--- src/rtl/mult_pipe_mac_if.sv ---
// Operand/result handshake bundle for mult_pipe_mac.
// Master drives operands and result-ready; slave is the MAC datapath.
interface mult_pipe_mac_if #(
  parameter int AW    = 18,
  parameter int BW    = 18,
  parameter int GUARD = 8
);
  localparam int OW = AW + BW + GUARD;

  logic          in_valid;
  logic          in_ready;
  logic [AW-1:0] in_a;
  logic [BW-1:0] in_b;
  logic          in_signed;
  logic [1:0]    in_mode;
  logic          out_valid;
  logic          out_ready;
  logic [OW-1:0] out_data;
  logic          out_ovf;

  modport master (
    output in_valid, in_a, in_b, in_signed, in_mode, out_ready,
    input  in_ready, out_valid, out_data, out_ovf
  );

  modport slave (
    input  in_valid, in_a, in_b, in_signed, in_mode, out_ready,
    output in_ready, out_valid, out_data, out_ovf
  );
endinterface

--- src/rtl/mult_pipe_mac.sv ---
// Pipelined signed/unsigned multiplier with accumulate, valid/ready on both sides.
// Stage 1 registers operands, stages 2..LAT-1 carry the product, stage LAT accumulates/outputs.
module mult_pipe_mac #(
  parameter int AW    = 18,
  parameter int BW    = 18,
  parameter int LAT   = 3,
  parameter int GUARD = 8
) (
  input  logic clk,
  input  logic rst,
  mult_pipe_mac_if.slave bus
);
  localparam int PW = AW + BW;
  localparam int OW = PW + GUARD;
  localparam int PD = (LAT > 2) ? (LAT - 2) : 1;

  // Two's-complement product is the low PW bits of the PW-wide extended operands.
  function automatic logic [PW-1:0] full_product(input logic [AW-1:0] a,
                                                 input logic [BW-1:0] b,
                                                 input logic          sg);
    logic [PW-1:0] ax;
    logic [PW-1:0] bx;
    ax = sg ? {{BW{a[AW-1]}}, a} : {{BW{1'b0}}, a};
    bx = sg ? {{AW{b[BW-1]}}, b} : {{AW{1'b0}}, b};
    return ax * bx;
  endfunction

  logic          stall_s;
  logic          s1_valid_r;
  logic [AW-1:0] s1_a_r;
  logic [BW-1:0] s1_b_r;
  logic          s1_signed_r;
  logic [1:0]    s1_mode_r;
  logic [PW-1:0] prod_s;

  logic          tail_valid_s;
  logic [PW-1:0] tail_prod_s;
  logic          tail_signed_s;
  logic [1:0]    tail_mode_s;

  logic          out_valid_r;
  logic [OW-1:0] out_data_r;
  logic          out_ovf_r;
  logic [OW-1:0] acc_r;

  logic [OW-1:0] ext_s;
  logic [OW:0]   sum_wide_s;
  logic [OW-1:0] nxt_data_s;
  logic          nxt_ovf_s;
  logic [OW-1:0] nxt_acc_s;

  // A held result freezes the whole pipe; reset always presents ready.
  assign stall_s      = out_valid_r && !bus.out_ready;
  assign bus.in_ready = rst || !stall_s;
  assign prod_s       = full_product(s1_a_r, s1_b_r, s1_signed_r);

  // Operand stage: captures the beat, or a bubble when nothing is offered.
  always_ff @(posedge clk) begin
    if (rst) begin
      s1_valid_r  <= 1'b0;
      s1_a_r      <= '0;
      s1_b_r      <= '0;
      s1_signed_r <= 1'b0;
      s1_mode_r   <= 2'b00;
    end else if (!stall_s) begin
      s1_valid_r  <= bus.in_valid;
      s1_a_r      <= bus.in_a;
      s1_b_r      <= bus.in_b;
      s1_signed_r <= bus.in_signed;
      s1_mode_r   <= bus.in_mode;
    end
  end

  if (LAT > 2) begin : g_pp
    logic          pv_r [PD];
    logic [PW-1:0] pp_r [PD];
    logic          ps_r [PD];
    logic [1:0]    pm_r [PD];

    // Product shift chain, moving only when the output is not held.
    always_ff @(posedge clk) begin
      if (rst) begin
        for (int i = 0; i < PD; i++) begin
          pv_r[i] <= 1'b0;
          pp_r[i] <= '0;
          ps_r[i] <= 1'b0;
          pm_r[i] <= 2'b00;
        end
      end else if (!stall_s) begin
        pv_r[0] <= s1_valid_r;
        pp_r[0] <= prod_s;
        ps_r[0] <= s1_signed_r;
        pm_r[0] <= s1_mode_r;
        for (int i = 1; i < PD; i++) begin
          pv_r[i] <= pv_r[i-1];
          pp_r[i] <= pp_r[i-1];
          ps_r[i] <= ps_r[i-1];
          pm_r[i] <= pm_r[i-1];
        end
      end
    end

    assign tail_valid_s  = pv_r[PD-1];
    assign tail_prod_s   = pp_r[PD-1];
    assign tail_signed_s = ps_r[PD-1];
    assign tail_mode_s   = pm_r[PD-1];
  end else begin : g_nopp
    assign tail_valid_s  = s1_valid_r;
    assign tail_prod_s   = prod_s;
    assign tail_signed_s = s1_signed_r;
    assign tail_mode_s   = s1_mode_r;
  end

  // Result/accumulator selection for the beat about to enter the output stage.
  always_comb begin
    ext_s      = tail_signed_s ? {{GUARD{tail_prod_s[PW-1]}}, tail_prod_s}
                               : {{GUARD{1'b0}}, tail_prod_s};
    sum_wide_s = {1'b0, acc_r} + {1'b0, ext_s};
    nxt_data_s = ext_s;
    nxt_ovf_s  = 1'b0;
    nxt_acc_s  = acc_r;
    case (tail_mode_s)
      2'b01: begin
        nxt_data_s = sum_wide_s[OW-1:0];
        nxt_acc_s  = sum_wide_s[OW-1:0];
        if (tail_signed_s) begin
          nxt_ovf_s = (acc_r[OW-1] == ext_s[OW-1]) && (sum_wide_s[OW-1] != acc_r[OW-1]);
        end else begin
          nxt_ovf_s = sum_wide_s[OW];
        end
      end
      2'b10: begin
        nxt_data_s = ext_s;
        nxt_acc_s  = ext_s;
      end
      default: begin
        nxt_data_s = ext_s;
        nxt_acc_s  = acc_r;
      end
    endcase
  end

  // Output/accumulate stage; bubbles advance the valid bit but leave data and acc alone.
  always_ff @(posedge clk) begin
    if (rst) begin
      out_valid_r <= 1'b0;
      out_data_r  <= '0;
      out_ovf_r   <= 1'b0;
      acc_r       <= '0;
    end else if (!stall_s) begin
      out_valid_r <= tail_valid_s;
      if (tail_valid_s) begin
        out_data_r <= nxt_data_s;
        out_ovf_r  <= nxt_ovf_s;
        acc_r      <= nxt_acc_s;
      end
    end
  end

  assign bus.out_valid = out_valid_r;
  assign bus.out_data  = out_data_r;
  assign bus.out_ovf   = out_ovf_r;
endmodule

--- src/flat_wrapper.sv ---
// flat-port wrapper written by rule: the top's interface ports become plain ports
module mult_pipe_mac_flat 
#(
  parameter int AW    = 18,
  parameter int BW    = 18,
  parameter int LAT   = 3,
  parameter int GUARD = 8
)
  (clk, rst, bus_in_valid, bus_in_a, bus_in_b, bus_in_signed, bus_in_mode, bus_out_ready, bus_in_ready, bus_out_valid, bus_out_data, bus_out_ovf);
  mult_pipe_mac_if #(.AW(AW), .BW(BW), .GUARD(GUARD)) bus_i ();
  input  logic clk;
  input  logic rst;
  input wire logic [$bits(bus_i.in_valid)-1:0] bus_in_valid;
  input wire logic [$bits(bus_i.in_a)-1:0] bus_in_a;
  input wire logic [$bits(bus_i.in_b)-1:0] bus_in_b;
  input wire logic [$bits(bus_i.in_signed)-1:0] bus_in_signed;
  input wire logic [$bits(bus_i.in_mode)-1:0] bus_in_mode;
  input wire logic [$bits(bus_i.out_ready)-1:0] bus_out_ready;
  output wire logic [$bits(bus_i.in_ready)-1:0] bus_in_ready;
  output wire logic [$bits(bus_i.out_valid)-1:0] bus_out_valid;
  output wire logic [$bits(bus_i.out_data)-1:0] bus_out_data;
  output wire logic [$bits(bus_i.out_ovf)-1:0] bus_out_ovf;
  assign bus_i.in_valid = bus_in_valid;
  assign bus_i.in_a = bus_in_a;
  assign bus_i.in_b = bus_in_b;
  assign bus_i.in_signed = bus_in_signed;
  assign bus_i.in_mode = bus_in_mode;
  assign bus_i.out_ready = bus_out_ready;
  assign bus_in_ready = bus_i.in_ready;
  assign bus_out_valid = bus_i.out_valid;
  assign bus_out_data = bus_i.out_data;
  assign bus_out_ovf = bus_i.out_ovf;
  mult_pipe_mac #(.AW(AW), .BW(BW), .LAT(LAT), .GUARD(GUARD)) u_core (.clk(clk), .rst(rst), .bus(bus_i));
endmodule
--- config.mk ---
export PLATFORM = sky130hd
export DESIGN_NAME = mult_pipe_mac_flat
export DESIGN_NICKNAME = d
export VERILOG_FILES = /design/src/rtl/mult_pipe_mac_if.sv /design/src/rtl/mult_pipe_mac.sv /design/src/flat_wrapper.sv
export SDC_FILE = /design/constraint.sdc
export NUM_CORES = 2
export LEC_CHECK = 0
export CORE_MARGIN = 2
export CORE_UTILIZATION = 63
export CTS_CLUSTER_DIAMETER = 60
export DETAILED_ROUTE_END_ITERATION = 16
export PLACE_DENSITY = 0.8
export SYNTH_ARGS = -nofsm -noshare
export SYNTH_HDL_FRONTEND = slang
export SYNTH_SLANG_ARGS = --single-unit
--- constraint.sdc ---
create_clock -name clk -period 11 [get_ports clk]
set_input_delay 1.65 -clock clk [delete_from_list [all_inputs] [get_ports clk]]
set_output_delay 1.65 -clock clk [all_outputs]
set_load 0.02 [all_outputs]
==> flow_summary.toml <==
[drt]
dr.pass1.iters = 6
via_per_inst = 5.73
routedWlPerCell_microns = 19.2
vias = 18900
postRouteAntennaNets = 0
drt_iter0_drc = 1348
drc = 0
drt_wl_total_microns = 63300

[worst_hold_path]
min_path_cells = 2
hp-start = "u_core.acc_r[30]$_SDFFE_PP0P_"
hold_class = "reg2reg"

[synthesis]
syn_nets = 3436
yosysUniqueCellTypes = 83
ys_seq_area_share_pct = 15.1
avgSynthCellArea_sq_um = 9.05
async_reset_ff_share_pct = 0
synth_seq_cells = 170
synth_area_sq_um = 25100
ys.flop_type = "dfxtp_1"
synth_cells = 2779
synth_edf_count = 40
yosys_warnings = 0

[layout]
final_common_cell = "inv_1"
final_cell_mix = "inv_1, fa_1, nand2_1"
drive_gt1_share_pct = 3.28
num_antenna_cells = 0
finalNetCount = 3419
syn2layout_area_growth_pct = 6.87

[floorplan]
rows = 73
die_w_microns = 204
die_area_sq_um = 41500
die_h_microns = 204
core-area_sq_um = 39500
initial_core_util_pct = 63.6
pin_count = 90

[timing]
hold_violations = 0
period_needed_ns = 8.82
fmax_mhz = 113
setup_tns_ns = 0
slew_headroom_pct = 17.0
slew_violations = 0
period_share_pct = 80.2
rsz0062_at_grt = "false"
skew_ns = 0.0165
worst_pin_slew_ns = 1.24
holdWs_ns = 0.461
setup-violations-final = 0

[cts]
cts_hold_buf = 0
clk_pin_slew_ns = 0.07
cts_buffers = 17
insertion_delay_ns = 0.48
clock_tree.root_cell = "clkbuf_16"
clockBufferDepth = 2
cts_tree = "done"
cts_setup_buffers = 0
clkSinkCount = 170
post_cts_resized = 0
h-tree-depth = 4

[critical_path]
crit_fanout = 25
rr_startpoint = "u_core.s1_a_r[17]$_SDFFE_PP0N_"
cp.arrival_ns = 9.01
endpoint_kind = "flip-flop"
cp.required_ns = 11.19
crit_start = "u_core.s1_a_r[17]$_SDFFE_PP0N_"
rr_worst_depth = 25
worstSetupStartpointType = "flip-flop"
crit_type = "reg2reg"

[power]
powerDensity_nw_per_um2 = 113
leakage_uw = 0.0131
finalPower_uw = 3050
max-vdd-ir-drop_mv = 0.142

[grt]
grt_max_degree = 70
antenna_found_initial = 0
grt_pass1_vias = 20100
grt_usage_pct = 32.1
grt_remaining_overflow = 0
grt_pass1_wl_microns = 104000

[placement]
gp_congestion = 0.927
hpwl_microns = 50000
portBuffers = 89

[outcome]
status = "complete, no violations"

[flow_run]
cap_violations = 0
kinds of logic after synthesis:
logic type	synth area share [%]
buffers and inverters	11.2
and+or+nand+nor	13.3
DFF	15.1
muxes	1.52
xor gates and xnor gates	3.62
AOI/OAI and AO/OA	11.9
adders and majority gates	43.4
metal layers:
| metal | routed length (microns) | track usage [%] |
|---|---|---|
| met5 | 0 | 0 |
| met4 | 1780 | 10.3 |
| met3 | 5640 | 6.50 |
| met2 | 29600 | 53.0 |
| met1 | 26200 | 42.6 |
where the power goes:
group | internal (uW) | total (uW) | leakage (uW) | switching [uW]
Clock | 355 | 635 | 0.000298 | 280
Sequential | 731 | 840 | 0.00153 | 109
Combinational | 654 | 1570 | 0.0113 | 921
cell usage after synthesis, drive strengths merged (6+ instances only):
library cell / instances / share of area (%)
a311oi: 12 / 0.42
mux2i: 37 / 1.5
a21o: 32 / 0.99
or3: 11 / 0.29
nand2b: 16 / 0.40
nor3: 18 / 0.38
buf: 12 / 0.32
a31oi: 21 / 0.52
edfxtp: 40 / 4.8
xor2: 28 / 0.98
nor2b: 6 / 0.15
o21ai: 84 / 1.8
nand2: 241 / 3.6
a211oi: 37 / 1.1
o211ai: 11 / 0.33
nand4: 6 / 0.15
nor2: 108 / 1.6
nand3: 17 / 0.34
and3: 29 / 0.75
o221a: 10 / 0.45
xnor2: 76 / 2.6
a22o: 41 / 1.4
a21oi: 135 / 2.7
dfxtp: 130 / 10
fa: 428 / 34
o21bai: 13 / 0.40
and2: 208 / 5.2
clkbuf: 133 / 2.1
ha: 186 / 9.3
inv: 590 / 8.8
o31ai: 7 / 0.21
layout make-up:
class,count,area [sq um]
Fill cell,3117,12700
Inverter,590,2210
Tap cell,525,657
Clock inverter,12,158
Clock buffer,20,458
Sequential cell,170,3800
Timing Repair Buffer,109,1040
Multi-Input combinational cell,1874,18500
through the flow:
stage	area [sq um]	worst slack (ns)	utilization, %	cells
2_1_floorplan	25100	3.28	-	2779
3_3_place_gp	26300	2.53	66.4	3268
3_5_place_dp	26300	2.24	66.4	3268
4_1_cts	26900	2.24	68.0	3300
5_1_grt	26900	1.85	68.0	3300
6_report	26900	2.18	68.0	3300
flip-flops by register name, summed over array words and instances, names as in the netlist:
| register | flops |
|---|---|
| u_core.bus.out_ovf | 1 |
| u_core.g_pp.pp_r | 36 |
| u_core.s1_signed_r | 1 |
| u_core.g_pp.ps_r | 1 |
| u_core.s1_b_r | 18 |
| u_core.acc_r | 44 |
| u_core.bus.out_data | 44 |
| u_core.s1_valid_r | 1 |
| u_core.s1_a_r | 18 |
| u_core.s1_mode_r | 2 |
| u_core.bus.out_valid | 1 |
| u_core.g_pp.pm_r | 2 |
| u_core.g_pp.pv_r | 1 |
path summary, 6_finish.rpt:
| path | end | slack [ns] |
|---|---|---|
| max | u_core.g_pp.pp_r[0][32]$_SDFFCE_PN0P_ | 2.18 |
| min | u_core.acc_r[30]$_SDFFE_PP0P_ | 0.46 |
| max reg2reg | u_core.g_pp.pp_r[0][32]$_SDFFCE_PN0P_ | 2.18 |
| min reg2reg | u_core.acc_r[30]$_SDFFE_PP0P_ | 0.46 |
worst max-delay path: stages (launching register included):
cell	delay, ns
dfxtp_1	0.90
and2_1	0.61
nand2_1	0.24
fa_1	0.77
inv_1	0.10
fa_1	0.50
inv_1	0.06
fa_1	0.50
fa_1	0.51
fa_1	0.53
inv_1	0.07
fa_1	0.50
fa_1	0.49
inv_1	0.05
fa_1	0.47
inv_1	0.04
ha_1	0.35
a21o_1	0.23
a21o_1	0.18
a21o_1	0.18
a21o_1	0.18
a21o_1	0.25
or3_1	0.36
a31oi_1	0.22
xor2_1	0.17
nor2_1	0.06
Power figures use the tool's default switching activity.
